===== src/rtl/tdc_hit_sequencer.sv =====
// TDC input-stage sequencer: arm, timestamp, tap latch strobe, chain clear, dead time.
// Optional ARMED watchdog is built when TDC_ARM_TIMEOUT_EN is defined.
module tdc_hit_sequencer #(
    parameter int COARSE_W       = 16,
    parameter int SYNC_STAGES    = 2,
    parameter int CLR_CYCLES     = 2,
    parameter int DEAD_CYCLES    = 4,
    parameter int DROP_W         = 8,
    parameter int TIMEOUT_CYCLES = 1024
) (
    input  logic                clk,
    input  logic                iRst,
    input  logic                iEnable,
    input  logic                iHitFlag,
    input  logic                iReady,
    output logic                oArm,
    output logic                oLatch,
    output logic                oChainClr,
    output logic                oValid,
    output logic [COARSE_W-1:0] oCoarse,
    output logic                oDrop,
    output logic [DROP_W-1:0]   oDropCnt,
    output logic                oTimeout
);

    typedef enum logic [2:0] {
        IDLE,
        ARMED,
        LATCH,
        CLEAR,
        DEAD
    } seqState_t;

    localparam int PH_MAX = (CLR_CYCLES > DEAD_CYCLES) ? CLR_CYCLES : DEAD_CYCLES;
    localparam int PH_W   = $clog2(PH_MAX + 1);

    generate
        if (SYNC_STAGES < 2) begin : gBadSync
            $error("SYNC_STAGES must be at least 2");
        end
        if (CLR_CYCLES < 1) begin : gBadClr
            $error("CLR_CYCLES must be at least 1");
        end
        if (TIMEOUT_CYCLES < 1) begin : gBadTimeout
            $error("TIMEOUT_CYCLES must be at least 1");
        end
    endgenerate

    seqState_t state;
    seqState_t stateNext;

    logic [COARSE_W-1:0]    coarseCnt;
    logic [COARSE_W-1:0]    capCnt;
    logic [SYNC_STAGES-1:0] syncQ;
    logic                   syncPrev;
    logic                   hitDet;
    logic [PH_W-1:0]        phaseCnt;
    logic                   slotFree;

    always_ff @(posedge clk or negedge iRst) begin
        if (!iRst) begin
            coarseCnt <= '0;
        end else if (iEnable) begin
            coarseCnt <= coarseCnt + COARSE_W'(1);
        end
    end

    // Edge detector tracks the flag in every state so a held flag never re-triggers.
    always_ff @(posedge clk or negedge iRst) begin
        if (!iRst) begin
            syncQ    <= '0;
            syncPrev <= 1'b0;
            hitDet   <= 1'b0;
        end else begin
            syncQ    <= {syncQ[SYNC_STAGES-2:0], iHitFlag};
            syncPrev <= syncQ[SYNC_STAGES-1];
            hitDet   <= syncQ[SYNC_STAGES-1] & ~syncPrev;
        end
    end

`ifdef TDC_ARM_TIMEOUT_EN
    localparam int WD_W = $clog2(TIMEOUT_CYCLES + 1);

    logic [WD_W-1:0] wdCnt;
    logic            wdExpired;
    logic            timeoutFire;
    logic            timeoutQ;

    assign wdExpired = (state == ARMED) &&
                       (wdCnt == WD_W'(TIMEOUT_CYCLES - 1));

    always_ff @(posedge clk or negedge iRst) begin
        if (!iRst) begin
            wdCnt    <= '0;
            timeoutQ <= 1'b0;
        end else begin
            wdCnt    <= (state == ARMED) ? wdCnt + WD_W'(1) : '0;
            timeoutQ <= timeoutFire;
        end
    end

    assign oTimeout = timeoutQ;
`else
    assign oTimeout = 1'b0;
`endif

    always_comb begin
        stateNext = state;
`ifdef TDC_ARM_TIMEOUT_EN
        timeoutFire = 1'b0;
`endif
        unique case (state)
            IDLE: begin
                if (iEnable) begin
                    stateNext = ARMED;
                end
            end
            ARMED: begin
                if (hitDet) begin
                    stateNext = LATCH;
                end else if (!iEnable) begin
                    stateNext = IDLE;
`ifdef TDC_ARM_TIMEOUT_EN
                end else if (wdExpired) begin
                    stateNext   = CLEAR;
                    timeoutFire = 1'b1;
`endif
                end
            end
            LATCH: begin
                stateNext = CLEAR;
            end
            CLEAR: begin
                if (phaseCnt == PH_W'(CLR_CYCLES - 1)) begin
                    if (DEAD_CYCLES == 0) begin
                        stateNext = iEnable ? ARMED : IDLE;
                    end else begin
                        stateNext = DEAD;
                    end
                end
            end
            DEAD: begin
                if (phaseCnt == PH_W'(DEAD_CYCLES - 1)) begin
                    stateNext = iEnable ? ARMED : IDLE;
                end
            end
            default: begin
                stateNext = IDLE;
            end
        endcase
    end

    always_ff @(posedge clk or negedge iRst) begin
        if (!iRst) begin
            state    <= IDLE;
            phaseCnt <= '0;
            capCnt   <= '0;
        end else begin
            state <= stateNext;
            if ((stateNext != state) || !((state == CLEAR) || (state == DEAD))) begin
                phaseCnt <= '0;
            end else begin
                phaseCnt <= phaseCnt + PH_W'(1);
            end
            if ((state == ARMED) && hitDet) begin
                capCnt <= coarseCnt;
            end
        end
    end

    // The slot is reusable in the same cycle the held event is taken.
    assign slotFree = !oValid || iReady;

    always_ff @(posedge clk or negedge iRst) begin
        if (!iRst) begin
            oValid   <= 1'b0;
            oCoarse  <= '0;
            oDrop    <= 1'b0;
            oDropCnt <= '0;
        end else begin
            oDrop <= 1'b0;
            if ((state == LATCH) && slotFree) begin
                oValid  <= 1'b1;
                oCoarse <= capCnt;
            end else if (oValid && iReady) begin
                oValid <= 1'b0;
            end
            if ((state == LATCH) && !slotFree) begin
                oDrop <= 1'b1;
                if (oDropCnt != '1) begin
                    oDropCnt <= oDropCnt + DROP_W'(1);
                end
            end
        end
    end

    assign oArm      = (state == ARMED);
    assign oLatch    = (state == LATCH);
    assign oChainClr = (state == CLEAR);

endmodule


===== config.mk =====
export PLATFORM = sky130hd
export DESIGN_NAME = tdc_hit_sequencer
export DESIGN_NICKNAME = d
export VERILOG_FILES = /design/src/rtl/tdc_hit_sequencer.sv
export SDC_FILE = /design/constraint.sdc
export NUM_CORES = 1
export LEC_CHECK = 0
export ABC_AREA = 0
export CORE_AREA = 2 2 93 95
export CTS_CLUSTER_SIZE = 12
export DETAILED_ROUTE_END_ITERATION = 6
export DIE_AREA = 0 0 95 97
export PLACE_DENSITY = 0.5
export SLEW_MARGIN = 30
export SYNTH_ARGS = -nofsm -noshare
export SYNTH_HDL_FRONTEND = slang
export SYNTH_SLANG_ARGS = --single-unit
export TNS_END_PERCENT = 5

===== constraint.sdc =====
create_clock -name clk -period 2.24 [get_ports clk]
set_input_delay 0.448 -clock clk [delete_from_list [all_inputs] [get_ports clk]]
set_output_delay 0.448 -clock clk [all_outputs]
set_load 0.005 [all_outputs]

; ---- Yosys cells after proc, flatten, opt, wreduce, memory -nomap -nowiden
; Cells that the tools add are included.
[totals]
register_bits = 68
latchBits = 0
ramBits = 0
mem_bits_ro = 0
inputBits = 5
output_inout_bits = 30
word_cells = 48
n_memories = 0
[op_classes]
add_sub_neg = 3
mul = 0
n_div = 0
n_lt_le_gt_ge = 0
n_eq_ne = 8
shifts = 0
n_mux = 11
bitwise_logic = 2
reduce_logical = 13
[op_table]
columns = cell, n
row1 = 2-to-1 mux 3 bit, 6
row2 = "adder 16 x 1 -> 16 bit, second input constant", 1
row3 = one-hot mux 3 bit (5 select lines), 1
row4 = "== test 3 x 2 -> 1 bit, second input constant", 3
row5 = "adder 8 x 1 -> 8 bit, second input constant", 1
row6 = "inequality test 8 bit, second input constant", 1
row7 = "== test 3 x 1 -> 1 bit, second input constant", 2
row8 = logical AND 1 bit, 4
row9 = 2-to-1 mux 1 bit, 4
row10 = "adder 3 x 1 -> 3 bit, second input constant", 1
row11 = "== test 3 bit, second input constant", 1
row12 = zero test 1 bit, 3
row13 = zero test 3 bit, 1
row14 = logical OR 1 bit, 3
row15 = inequality test 3 bit, 1
row16 = AND reduction 2 bit, 1
row17 = nonzero test 2 bit, 1
row18 = AND 1 bit, 1
row19 = NOT 1 bit, 1

; ---- Longest topological paths before layout
[depth]
depth_word = 6
mapped_depth = 6
mapped_depth_nobuf = 6

; ---- Worst setup path after synthesis
; Ideal clock, no wire load.
[synth_timing]
kind = reg2reg
start = reg state[2]
end = reg oDropCnt[6]
setup_ns = 0.128
t_arrival_ns = 1.492
t_required_ns = 2.112
setup_slack_ns = 0.620
path_stages_with_launch = 6
n_path_buf = 0
period_less_slack_ns = 1.620
cell_sequence = dfrtp_1 or3b_1 clkinv_2 nand2_2 nor3_2 mux2_1
[synth_via]
elab_chain_cells = 3
[synth_rtl]
columns = element, line
row1 = from (decl), 49  ; seqState_t state;
row2 = from (signal assigned), 159  ; state <= stateNext;
row3 = == test 3 x 2 -> 1 bit, n/a
row4 = via oLatch, 17  ; output logic oLatch,
row5 = logical AND 1 bit, 188  ; if ((state == LATCH) && !slotFree) begin
row6 = AND reduction 2 bit (no source line), n/a
row7 = to (signal assigned), 191  ; oDropCnt <= oDropCnt + DROP_W'(1);
row8 = to (decl), 22  ; output logic [DROP_W-1:0] oDropCnt,
; The timed path passes the listed nets, and every way through them passes these cells.
; A chain may end at the register's enable or synchronous reset.

; ---- Worst setup path in the final report
[layout_timing]
start = reg state[2]
end = out oArm
[layout_via]
elab_chain_cells = 1
[layout_rtl]
columns = element, line
row1 = == test 3 x 1 -> 1 bit, 197  ; assign oArm = (state == ARMED);
row2 = to (decl), 16  ; output logic oArm,
; Every way passes these cells.

==> flow_metrics.env <==
export IMPL_end_kind="output port"
export IMPL_p_seq_share_pct=43.5
export IMPL_fin_crit_ns=2.16
export IMPL_die_h_um=97
export IMPL_clk_pin_slew_ns=0.07
export IMPL_drive_above_1_share_pct=21.1
export IMPL_grt_pass1_vias=1743
export IMPL_ctsHoldBuffers=0
export IMPL_yosys_area_top_type="dfrtp_1"
export IMPL_rsz0062_at_grt="yes"
export IMPL_p_switching_mw=1.03
export IMPL_cts_htree_levels=3
export IMPL_dp_slack_ns=0.342
export IMPL_run_status="complete, no violations"
export IMPL_drt_wl_total_um=4760
export IMPL_grt_overflow=0
export IMPL_setup_violations=0
export IMPL_clk_latency_ns=0.34
export IMPL_synth_seq_cells=68
export IMPL_drv_cap=0
export IMPL_layout_common_cells="68 x dfrtp_1, 31 x clkdlybuf4s50_1, 15 x nor2_1, 14 x mux2_2"
export IMPL_cp_max_fo=4
export IMPL_synth_nets=223
export IMPL_clock_skew_ns=0.00901
export IMPL_numClockSinks=68
export IMPL_ys_types=34
export IMPL_hpwl_um=3110
export IMPL_pwr_share_comb_pct=24.3
export IMPL_worst_slack_ns=0.0813
export IMPL_rows=33
export IMPL_start_util_pct=34.7
export IMPL_yosysTopAreaCellShare_pct=60.3
export IMPL_timing_hold_violations_final=0
export IMPL_p_clk_share_pct=32.2
export IMPL_hold_ws_ns=0.105
export IMPL_vias_per_cell=4.53
export IMPL_synth_area_leaders="dfrtp_1 60%, mux2_2 5.6%, mux2_4 5.3%"
export IMPL_crit_type="flip-flop to output port"
export IMPL_dpl_cell_area_um2=3280
export IMPL_dr_first_iter_drc_count=41
export IMPL_r2r_start="state[0]$_DFF_PN0_"
export IMPL_io_buffers=33
export IMPL_tns_ns=0
export IMPL_die_area_um2=9220
export IMPL_cellPowerDensity_nw_per_um2=1070
export IMPL_maxSlewViolCount=0
export IMPL_grt_use_total_pct=11.5
export IMPL_diodes=0
export IMPL_dr_pass1_iters=4
export IMPL_cts_buffers_inserted=9
export IMPL_vdd_drop_max_mv=0.495
export IMPL_critical_path_startpoint="state[2]$_DFF_PN0_"
export IMPL_ios=35
export IMPL_area_growth_pct=26.4
export IMPL_antenna_found_initial=0
export IMPL_syn_area_um2=2820
export IMPL_finalInstanceArea_um2=3570
export IMPL_gp_congestion=0.772
export IMPL_finish_net_count=270
export IMPL_hold_class="input pin to asynchronous set/reset pin"
export IMPL_avgSynthCellArea_um2=13.2
export IMPL_core_um2=8130
export IMPL_internal_power_mw=2.79
export IMPL_cp_data_arrival_time_ns=1.71
export IMPL_ant_nets=0
export IMPL_drc_errors=0
export IMPL_clock_root_buffer="clkbuf_8"
export IMPL_vias=1677
export IMPL_synthCells=213
export IMPL_cts_tree="done"
export IMPL_switching_share_pct=27.1
export IMPL_die_x_um=95
export IMPL_min_period_over_period_pct=96.4
export IMPL_clock_path_buffers=2
export IMPL_wl_per_cell_um=12.9
export IMPL_p_leak_nw=1.71
export IMPL_critPathLaunchType="flip-flop"
export IMPL_seq_area_frac_synth_pct=60.3
export IMPL_fmax_mhz=463
export IMPL_rr_worst_depth=6
export IMPL_critPathRequiredTime_ns=1.79
export IMPL_grt_first_pass_wirelength_um=8180
export IMPL_grt_max_degree=69
export IMPL_yosys_warnings=0
export IMPL_layout_commonest_cell="dfrtp_1"
cell families after synthesis:
kind of cell    after synthesis  share of synthesized area [%]
flops                        68                           60.3
mux                          37                           16.1
compound gates                8                           1.69
xor+xnor                     18                           5.59
other cells                   1                          0.133
fa+ha+maj                     5                           2.22
buf+inv                      13                           2.57
simple gates                 63                           11.4
synthesized netlist by cell type, drive strengths merged:
cell type,number
xnor2,10
buf,4
o22ai,1
clkbuf,1
nor2b,3
a21oi,3
nand2,15
nand2b,1
o21ai,2
and2,2
nand3,9
ha,5
dfrtp,68
nand3b,1
a22o,1
or3b,1
nand4,7
inv,7
mux2,37
conb,1
clkinv,1
nor2,16
nor4,1
nor3,4
xor2,8
a21boi,1
and3,3
power groups by stage:
stage	Sequential (mW)	Combinational, mW	Clock (mW)
floorplan	1.65	0.534	0
global placement	1.69	0.866	0
detailed placement	1.69	0.881	0
CTS	1.66	0.924	1.28
global route	1.71	1.04	1.33
finish	1.66	0.928	1.23
per-stage QoR:
stage               instances  power (mW)  utilization, %
floorplan                 213        2.19               -
detailed placement        350        2.57            40.3
CTS                       369        3.87            43.7
global route              370        4.08            43.9
finish                    370        3.82            43.9
global placement          350        2.56            40.3
routing by layer:
layer / up-vias / track usage (%) / part of all wire (%)
met5: - / 0 / 0
met4: 0 / 6.02 / 2.3
met3: 10 / 3.43 / 4.2
met2: 34 / 16.0 / 43
met1: 815 / 16.1 / 50
li1: 818 / - / -
worst paths after layout:
path,end,slack [ns]
setup / recovery,oArm,0.08
hold / removal,phaseCnt[2]$_DFF_PN0_,0.10
setup reg to reg,oDropCnt[7]$_DFFE_PN0P_,0.48
hold reg to reg,syncQ[1]$_DFF_PN0_,0.35
max in group asynchronous,oCoarse[14]$_DFFE_PN0P_,1.82
min in group clk,syncQ[1]$_DFF_PN0_,0.35
worst max-delay path, cell delays in order (launching register included):
cell and delay [ns]:
dfrtp_1 0.42, buf_4 0.16, nor3_1 0.24, clkdlybuf4s50_1 0.55
state kept, by name, indices dropped and copies added (netlist names):
register and flops:
oValid 1, oDrop 1, oCoarse 16, syncQ 2, oDropCnt 8, hitDet 1
state 3, syncPrev 1, capCnt 16, coarseCnt 16, phaseCnt 3
layout make-up:
type	instances	area, um^2
tap	105	131
timing repair buffer	41	400
clock inverter	6	111
clock buffer	10	138
multi-input combinational	132	1050
fill	761	4570
inverter	8	32.5
sequential	68	1700
repair_timing:
| action | CTS | global route |
|---|---|---|
| setup buffers | 3 | 1 |
| pin swaps | 0 | 1 |
| endpoints found under the setup margin | 1 | 3 |
| resized for setup | 0 | 4 |
Note: power is estimated with default switching activity, not from simulation.
